`src/rtl/controlador_de_senha.sv`:
```
// Password/lock controller: verifies keypad frames, times the unlock window and the lockout,
// and reprograms the user password under the master password. Optional alarm build: CONTROLADOR_ALARME_EN.
module controlador_de_senha #(
    parameter logic [79:0] SENHA_PADRAO     = {{16{4'hF}}, 4'h1, 4'h2, 4'h3, 4'h4},
    parameter logic [79:0] SENHA_MESTRE     = {{14{4'hF}}, 4'h9, 4'h8, 4'h7, 4'h6, 4'h5, 4'h4},
    parameter int          TEMPO_DESTRAVADO = 5000,
    parameter int          TEMPO_BLOQUEIO   = 50000,
    parameter int          MAX_TENTATIVAS   = 3
) (
    input  logic                                  clk,
    input  logic                                  rst,
    input  logic [79:0]                           digitos_value,
    input  logic                                  digitos_valid,
    output logic                                  teclado_enable,
    output logic                                  trava,
    output logic                                  senha_ok,
    output logic                                  senha_erro,
    output logic                                  modo_programacao,
    output logic                                  bloqueado,
    output logic                                  alarme,
    output logic [$clog2(MAX_TENTATIVAS+1)-1:0]   tentativas
);
    // state      | meaning
    // ESPERA     | idle, keypad enabled, waiting for a password
    // DESTRAVADO | door unlocked for TEMPO_DESTRAVADO cycles
    // PROGRAMAR  | master accepted, waiting for the new password
    // CONFIRMAR  | waiting for the new password a second time
    // BLOQUEIO   | lockout after MAX_TENTATIVAS consecutive failures
    typedef enum logic [2:0] {ESPERA, DESTRAVADO, PROGRAMAR, CONFIRMAR, BLOQUEIO} estado_t;

    localparam int          TW       = $clog2(MAX_TENTATIVAS + 1);
    localparam logic [79:0] TODO_F   = {20{4'hF}};
    localparam logic [79:0] TODO_B   = {20{4'hB}};
    localparam logic [79:0] TODO_E   = {20{4'hE}};
`ifdef CONTROLADOR_ALARME_EN
    localparam logic        ALARME_EN = 1'b1;
`else
    localparam logic        ALARME_EN = 1'b0;
`endif

    estado_t     estado;
    logic [79:0] senha_usuario;
    logic [79:0] candidato;
    logic [31:0] contador;

    logic        eh_cancela, eh_digitos;
    logic [4:0]  comprimento;
    logic        malformado, fim;
    logic [3:0]  nib;

    assign eh_cancela = digitos_valid && (digitos_value == TODO_B || digitos_value == TODO_E);
    assign eh_digitos = digitos_valid && digitos_value != TODO_F &&
                        digitos_value != TODO_B && digitos_value != TODO_E;

    // Length runs from the newest key up to the first F; any key after that gap is malformed.
    always_comb begin
        comprimento = 5'd0;
        malformado  = 1'b0;
        fim         = 1'b0;
        nib         = 4'hF;
        for (int i = 0; i < 20; i++) begin
            nib = digitos_value[4*i +: 4];
            if (!fim) begin
                if (nib == 4'hF) begin
                    fim = 1'b1;
                end else begin
                    comprimento = comprimento + 5'd1;
                    if (nib >= 4'hA && nib <= 4'hE) malformado = 1'b1;
                end
            end else if (nib != 4'hF) begin
                malformado = 1'b1;
            end
        end
    end

    always_ff @(posedge clk or negedge rst) begin
        if (!rst) begin
            estado           <= ESPERA;
            senha_usuario    <= SENHA_PADRAO;
            candidato        <= TODO_F;
            contador         <= '0;
            teclado_enable   <= 1'b1;
            trava            <= 1'b1;
            senha_ok         <= 1'b0;
            senha_erro       <= 1'b0;
            modo_programacao <= 1'b0;
            bloqueado        <= 1'b0;
            alarme           <= 1'b0;
            tentativas       <= '0;
        end else begin
            senha_ok   <= 1'b0;
            senha_erro <= 1'b0;
            case (estado)
                ESPERA: begin
                    if (eh_digitos) begin
                        if (digitos_value == senha_usuario) begin
                            estado         <= DESTRAVADO;
                            contador       <= '0;
                            trava          <= 1'b0;
                            teclado_enable <= 1'b0;
                            senha_ok       <= 1'b1;
                            tentativas     <= '0;
                        end else if (digitos_value == SENHA_MESTRE) begin
                            estado           <= PROGRAMAR;
                            modo_programacao <= 1'b1;
                            tentativas       <= '0;
                        end else begin
                            senha_erro <= 1'b1;
                            if (tentativas >= TW'(MAX_TENTATIVAS - 1)) begin
                                estado         <= BLOQUEIO;
                                contador       <= '0;
                                tentativas     <= TW'(MAX_TENTATIVAS);
                                bloqueado      <= 1'b1;
                                teclado_enable <= ALARME_EN;
                                alarme         <= ALARME_EN;
                            end else begin
                                tentativas <= tentativas + 1'b1;
                            end
                        end
                    end
                end
                DESTRAVADO: begin
                    if (contador == 32'(TEMPO_DESTRAVADO - 1)) begin
                        estado         <= ESPERA;
                        trava          <= 1'b1;
                        teclado_enable <= 1'b1;
                    end else begin
                        contador <= contador + 32'd1;
                    end
                end
                PROGRAMAR: begin
                    if (eh_cancela) begin
                        estado           <= ESPERA;
                        modo_programacao <= 1'b0;
                    end else if (eh_digitos) begin
                        if (!malformado && comprimento >= 5'd4) begin
                            estado    <= CONFIRMAR;
                            candidato <= digitos_value;
                        end else begin
                            senha_erro <= 1'b1;
                        end
                    end
                end
                CONFIRMAR: begin
                    if (eh_cancela) begin
                        estado           <= ESPERA;
                        modo_programacao <= 1'b0;
                    end else if (eh_digitos) begin
                        estado           <= ESPERA;
                        modo_programacao <= 1'b0;
                        if (digitos_value == candidato) begin
                            senha_usuario <= candidato;
                            senha_ok      <= 1'b1;
                        end else begin
                            senha_erro <= 1'b1;
                        end
                    end
                end
                BLOQUEIO: begin
`ifdef CONTROLADOR_ALARME_EN
                    // Only the master clears the alarm; nothing expires by time here.
                    if (eh_digitos && digitos_value == SENHA_MESTRE) begin
                        estado         <= ESPERA;
                        alarme         <= 1'b0;
                        bloqueado      <= 1'b0;
                        tentativas     <= '0;
                        teclado_enable <= 1'b1;
                    end
`else
                    if (contador == 32'(TEMPO_BLOQUEIO - 1)) begin
                        estado         <= ESPERA;
                        bloqueado      <= 1'b0;
                        tentativas     <= '0;
                        teclado_enable <= 1'b1;
                    end else begin
                        contador <= contador + 32'd1;
                    end
`endif
                end
                default: estado <= ESPERA;
            endcase
        end
    end
endmodule

```
`config.mk`:
```
export PLATFORM = sky130hd
export DESIGN_NAME = controlador_de_senha
export DESIGN_NICKNAME = d
export VERILOG_FILES = /design/src/rtl/controlador_de_senha.sv
export SDC_FILE = /design/constraint.sdc
export NUM_CORES = 1
export LEC_CHECK = 0
export CAP_MARGIN = 20
export CORE_MARGIN = 2
export CORE_UTILIZATION = 40
export CTS_CLUSTER_SIZE = 30
export DETAILED_ROUTE_END_ITERATION = 16
export PLACE_DENSITY = 0.59
export SYNTH_ARGS = -nofsm -noshare
export SYNTH_HDL_FRONTEND = slang
export SYNTH_SLANG_ARGS = --single-unit
```
`constraint.sdc`:
```
create_clock -name clk -period 4.6 [get_ports clk]
set_input_delay 0.92 -clock clk [delete_from_list [all_inputs] [get_ports clk]]
set_output_delay 0.92 -clock clk [all_outputs]
set_load 0.01 [all_outputs]
```
# After elaboration in Yosys (flattened, before gate mapping)
# Index checks and enable logic that the tools add are counted.
# word_totals
register_bits,203
latchBits,0
mem_bits_rw,0
romBits,0
inputBits,83
output_inout_bits,9
elab_cells,404
mem_count,0
# classes
add_sub_neg,21
mul,0
n_div,0
order_cmp,42
eq_ne,70
shift,0
mux,218
n_bitwise,1
reduce_logical,41
# op_table
cell,count
== test 80 bit (second input constant),3
!= test 80 bit (second input constant),3
2-to-1 mux 32 bit,6
2-to-1 mux 5 bit,38
== test 80 bit,2
2-to-1 mux 1 bit,149
case mux 32 bit (3 select lines),1
adder 5 x 1 -> 5 bit (second input constant),19
== test 4 bit (second input constant),20
>= comparator 4 bit (second input constant),20
<= comparator 4 bit (second input constant),20
!= test 4 bit (second input constant),20
2-to-1 mux 3 bit,11
adder 32 x 1 -> 32 bit (second input constant),1
== test 32 x 13 -> 1 bit (second input constant),1
== test 32 x 16 -> 1 bit (second input constant),1
logical AND 1 bit,25
AND reduction 6 bit,4
!= test 2 bit (second input constant),11
!= test 3 bit (second input constant),5
case mux 3 bit (5 select lines),1
AND reduction 4 bit,3
2-to-1 mux 2 bit,5
case mux 1 bit (3 select lines),3
other kinds (16),21

# Longest topological paths before layout
# depth
depth_word,67
depth_mapped,53
mapped_depth_nobuf,52

# Worst setup path before layout
# No wires, ideal clock.
# synth_path
kind,input to register
start,input digitos_value[5]
end,register candidato[0]
setup_ns,0.082
arrival_ns,9.282
required_ns,4.518
path_slack_ns,-4.764
stages,49
path_buffers,2
cell_sequence,clkbuf_1 nand4_1 nand2_1 inv_1 ha_1 nor2_1 nor2_1 ha_1 nor3_1 o21ai_0 o21bai_1 ha_1 nand2_1 a21oi_1 a21oi_1 nand2_1 o211ai_1 o21a_1 [... 13 more ...] nor2_1 nor2_1 ha_1 inv_1 nor3_1 o21ai_1 xor2_1 or4_1 a21oi_1 mux2_2 nor2_1 mux2i_1 mux2_4 or3_1 and2_1 o2111ai_4 buf_6 mux2_4
# synth_via
elab_chain_len,62
elab_cells_between_ends,171
cone_classes,18 x add/sub; 3 x order compare; 7 x eq/ne; 133 x mux; 1 x bitwise; 9 x reduce/logical
# synth_rtl
element,line_no,source
from (decl),12,"input logic [79:0] digitos_value,"
branches (longest 61 deep; another with adder 5 x 1 -> 5 bit),-,
AND reduction 4 bit (no source line) *,-,
to (signal assigned),138,candidato <= digitos_value;
to (decl),43,logic [79:0] candidato;
# Every way passes the cells marked *.
# A chain may end at the register's enable or synchronous reset.

# Worst setup path in the final report
# layout_path
start,input digitos_value[18]
end,register candidato[65]
# layout_via
elab_chain_len,53
elab_cells_between_ends,147
cone_classes,15 x add/sub; 3 x order compare; 7 x eq/ne; 112 x mux; 1 x bitwise; 9 x reduce/logical
# layout_rtl
element
branches (longest 52 deep; another with adder 5 x 1 -> 5 bit)
AND reduction 4 bit (no source line) *
# Marked as above.

==> out/summary.txt <==
status - complete, but fails checks
violated checks - negative setup slack
final setup margin - -4110 ps
Reg-to-Reg Start - contador[3]$_DFFE_PN0P_
syn avg cell area - 10.3 um^2
Reg area - 5270 um^2
max incr delay on CP - 600 ps
Worst Skew - 44.7 ps
FF-to-FF path depth - 13
I/O Pins - 92
PortBufs - 90
WL per Instance - 22.0 um
flop2flop setup slack - 1090 ps
hold endpoint - trava$_DFFE_PN1P_
largest net degree at the start of global routing - 112
critical path peak fanout - 9
Final HPWL DP - 36.3 mm
Leak - 0.00818 uW
post-synth top area share - 29.0%
# fillers - 2900
final hold vios - 0
FFs w/ async S/R, synth - 100%
synth warn - 0
Die Ht - 189 um
drt pass-1 iters - 5
Setup crit start kind - primary input
EDFF count, synth - 0
WP data required - 5040 ps
cell area after layout - 18500 um^2
min Tclk post-route - 8710 ps
drt drc - 0
area of placed instances - 17000 um^2
worst-margin pin slew - 900 ps
Slew HR - 40.0%
ANT cells - 0
RSZ-0062 raised after global routing - yes
final net count - 1761
Worst Path Arrival - 9150 ps
Syn Nets - 1432
global route total overflow - 0
clk buf depth - 3
global-route wire length before repair - 70.7 mm
DRT antenna net count - 0
peak supply drop - 0.242 mV
kind of critical path - in2reg
Max Cap Viol - 0
CTS sink cnt - 203
# rows - 67
final wirelength - 46.9 mm
post-synthesis instance total - 1332
Cell variety after synth - 76
Pins Over Slew Limit - 0
Vias - 11800
area of the multi-input gates - 8140 um^2
final RePlAce weighted congestion - 1.05
WHS Path Cells - 2
Tcrit/Tclk final - 189%
pwr dens - 352 nW/um^2
vias per cell - 5.57
total track usage - 25.9%
Iter 0 DRT Violations - 1007
die width - 189 um
CTS tree - yes
sequential share of the synthesized area - 38.5%
#FFs+latches synth - 203
CTS buffer count - 24
Layout area overhead - 34.8%
number of global-route vias before repair - 11800
H-tree Lvls - 1
Top FF cell, synth - dfstp_2
CORE AREA - 33600 um^2
initial antenna violation count - 0
share of cells above drive strength 1 - 44.7%
top cells by area, synth - dfstp_2, dfrtp_1, mux2_4
cell taking the most area after synthesis - dfstp_2
clk slew on worst S/H paths - 60 ps
final setup fails - 82
f_max - 0.115 GHz
Hold Crit Class - reg2reg
reg-to-reg endpoint - contador[30]$_DFFE_PN0P_
Starting Density - 40.7%
slowest CP cell - clkdlybuf4s50_1
Root Buffer - clkbuf_16
worst-skew pair later-pin latency - 550 ps
Cell Area, Synth - 13700 um^2
setup TNS - -333790 ps
CP Capture Type - flop
worst hold path startpoint - trava$_DFFE_PN1P_
die area - 35700 um^2
==> per-stage QoR <==
stage,power [uW],hold WS [ps],setup slack (ps),util [%],instances
floorplan,3180,465,-4290,-,1332
global placement,4180,454,-5290,50.7,2051
detailed placement,4210,462,-5470,50.7,2051
CTS,6360,471,-4030,54.2,2122
global route,6810,492,-4510,54.9,2127
finish,6490,466,-4110,54.9,2127
==> state kept, by name, summed over array words and instances, names as in the netlist <==
signal / cells
candidato: 80
senha_erro: 1
estado: 3
bloqueado: 1
contador: 32
teclado_enable: 1
modo_programacao: 1
tentativas: 2
senha_ok: 1
trava: 1
senha_usuario: 80
==> worst max path at each step <==
stage                                 start                   endpoint  slack (ps)  cells after the start
after floorplan            digitos_value[6]   candidato[0]$_DFFE_PN1P_       -4290                     49
after global placement     digitos_value[5]  candidato[58]$_DFFE_PN1P_       -5290                     51
after detailed placement   digitos_value[5]  candidato[31]$_DFFE_PN1P_       -5470                     49
after CTS                  digitos_value[6]  candidato[49]$_DFFE_PN1P_       -4030                     53
after global routing      digitos_value[14]  candidato[16]$_DFFE_PN1P_       -4510                     52
final                     digitos_value[18]  candidato[65]$_DFFE_PN1P_       -4110                     45
==> worst max-delay path, delay by kind of cell <==
kind	cells	cell delay (ps)
multiplexers	5	1120
buffers and inverters	7	1500
adder cells (fa/ha/maj)	6	1760
AND/OR/NAND/NOR	14	2080
AO/OA/AOI/OAI	13	1800
==> synth_stat cells, types with 3 or more instances <==
master       n
a2111oi_0    3
a211oi_1     3
a21o_1       5
a21oi_1     40
a31oi_1      3
and2_1       9
and3_1       9
and4_1      18
buf_2       10
buf_4        4
buf_6        8
clkbuf_1    79
dfrtp_1     52
dfstp_2    151
ha_1        17
inv_1       20
mux2_2      83
mux2_4      81
mux2i_1     14
nand2_1     71
nand2b_1     5
nand3_1     53
nand3b_1     6
nand4_1     76
nand4b_1     8
nor2_1      87
nor3_1      20
nor3b_1      3
nor4_1      45
nor4b_1      3
nor4bb_1     9
o2111ai_1    4
o211ai_1     7
o21a_1       5
o21ai_0     43
o21ai_1      6
o22ai_1      3
o31ai_1      3
or3_1       11
xnor2_1     99
xnor3_1      3
xor2_1     107
==> kinds of logic (layout without fill, tap and decap cells) <==
| group | Yosys count | count (layout) | share of synthesized area [%] |
|---|---|---|---|
| AO/OA/AOI/OAI | 157 | 157 | 7.77 |
| XOR/XNOR | 209 | 209 | 13.7 |
| AND/OR/NAND/NOR | 442 | 442 | 17.6 |
| adder cells (fa/ha/maj) | 18 | 18 | 1.63 |
| other | 1 | 1 | 0.0274 |
| buffers and inverters | 124 | 471 | 4.04 |
| flip-flops | 203 | 203 | 38.5 |
| multiplexers | 178 | 178 | 16.7 |
==> timing repair <==
item                                    CTS  global route
pin swaps                                47            18
endpoints found under the setup margin   82            82
hold buffers                              0             0
hold endpoints to repair                  0             0
resized for setup                       107            36
setup buffers                            27             3
cloned                                    1             2
==> layer usage <==
layer | part of all wire (%) | track usage (%)
met1 | 46 | 36.4
met3 | 5.6 | 3.26
met5 | 0 | 0
met2 | 45 | 40.8
met4 | 4.0 | 9.53
==> layout make-up <==
type / count / share of cell area [%]
multi-input combinational: 1005 / 44.1
sequential: 203 / 28.6
timing repair buffer: 406 / 19.5
clock buffer: 30 / 3.59
tap: 448 / 3.04
clock inverter: 14 / 0.773
inverter: 21 / 0.427
==> placed cells by master (no fill, tap or decap), types with 9 or more instances in the layout <==
cell type,n
buf_4,286
dfstp_2,151
xor2_1,106
xnor2_1,98
mux2_4,83
nor2_1,82
mux2_2,81
nand4_1,76
clkdlybuf4s50_1,73
nand2_1,68
nand3_1,53
dfrtp_1,52
nor4_1,44
o21ai_0,38
a21oi_1,28
clkbuf_16,26
inv_1,18
nor3_1,15
buf_12,15
and4_1,14
ha_1,14
a21oi_2,12
mux2i_1,11
buf_6,11
or3_1,10
nor4bb_1,9
and3_1,9
==> report_power, final <==
part,internal [uW],switching [uW],total [uW]
combinational,1340,1310,2650
sequential,1830,51.1,1880
clock,1140,819,1960
total,4310,2180,6490
(Power assumes the default switching activity.)
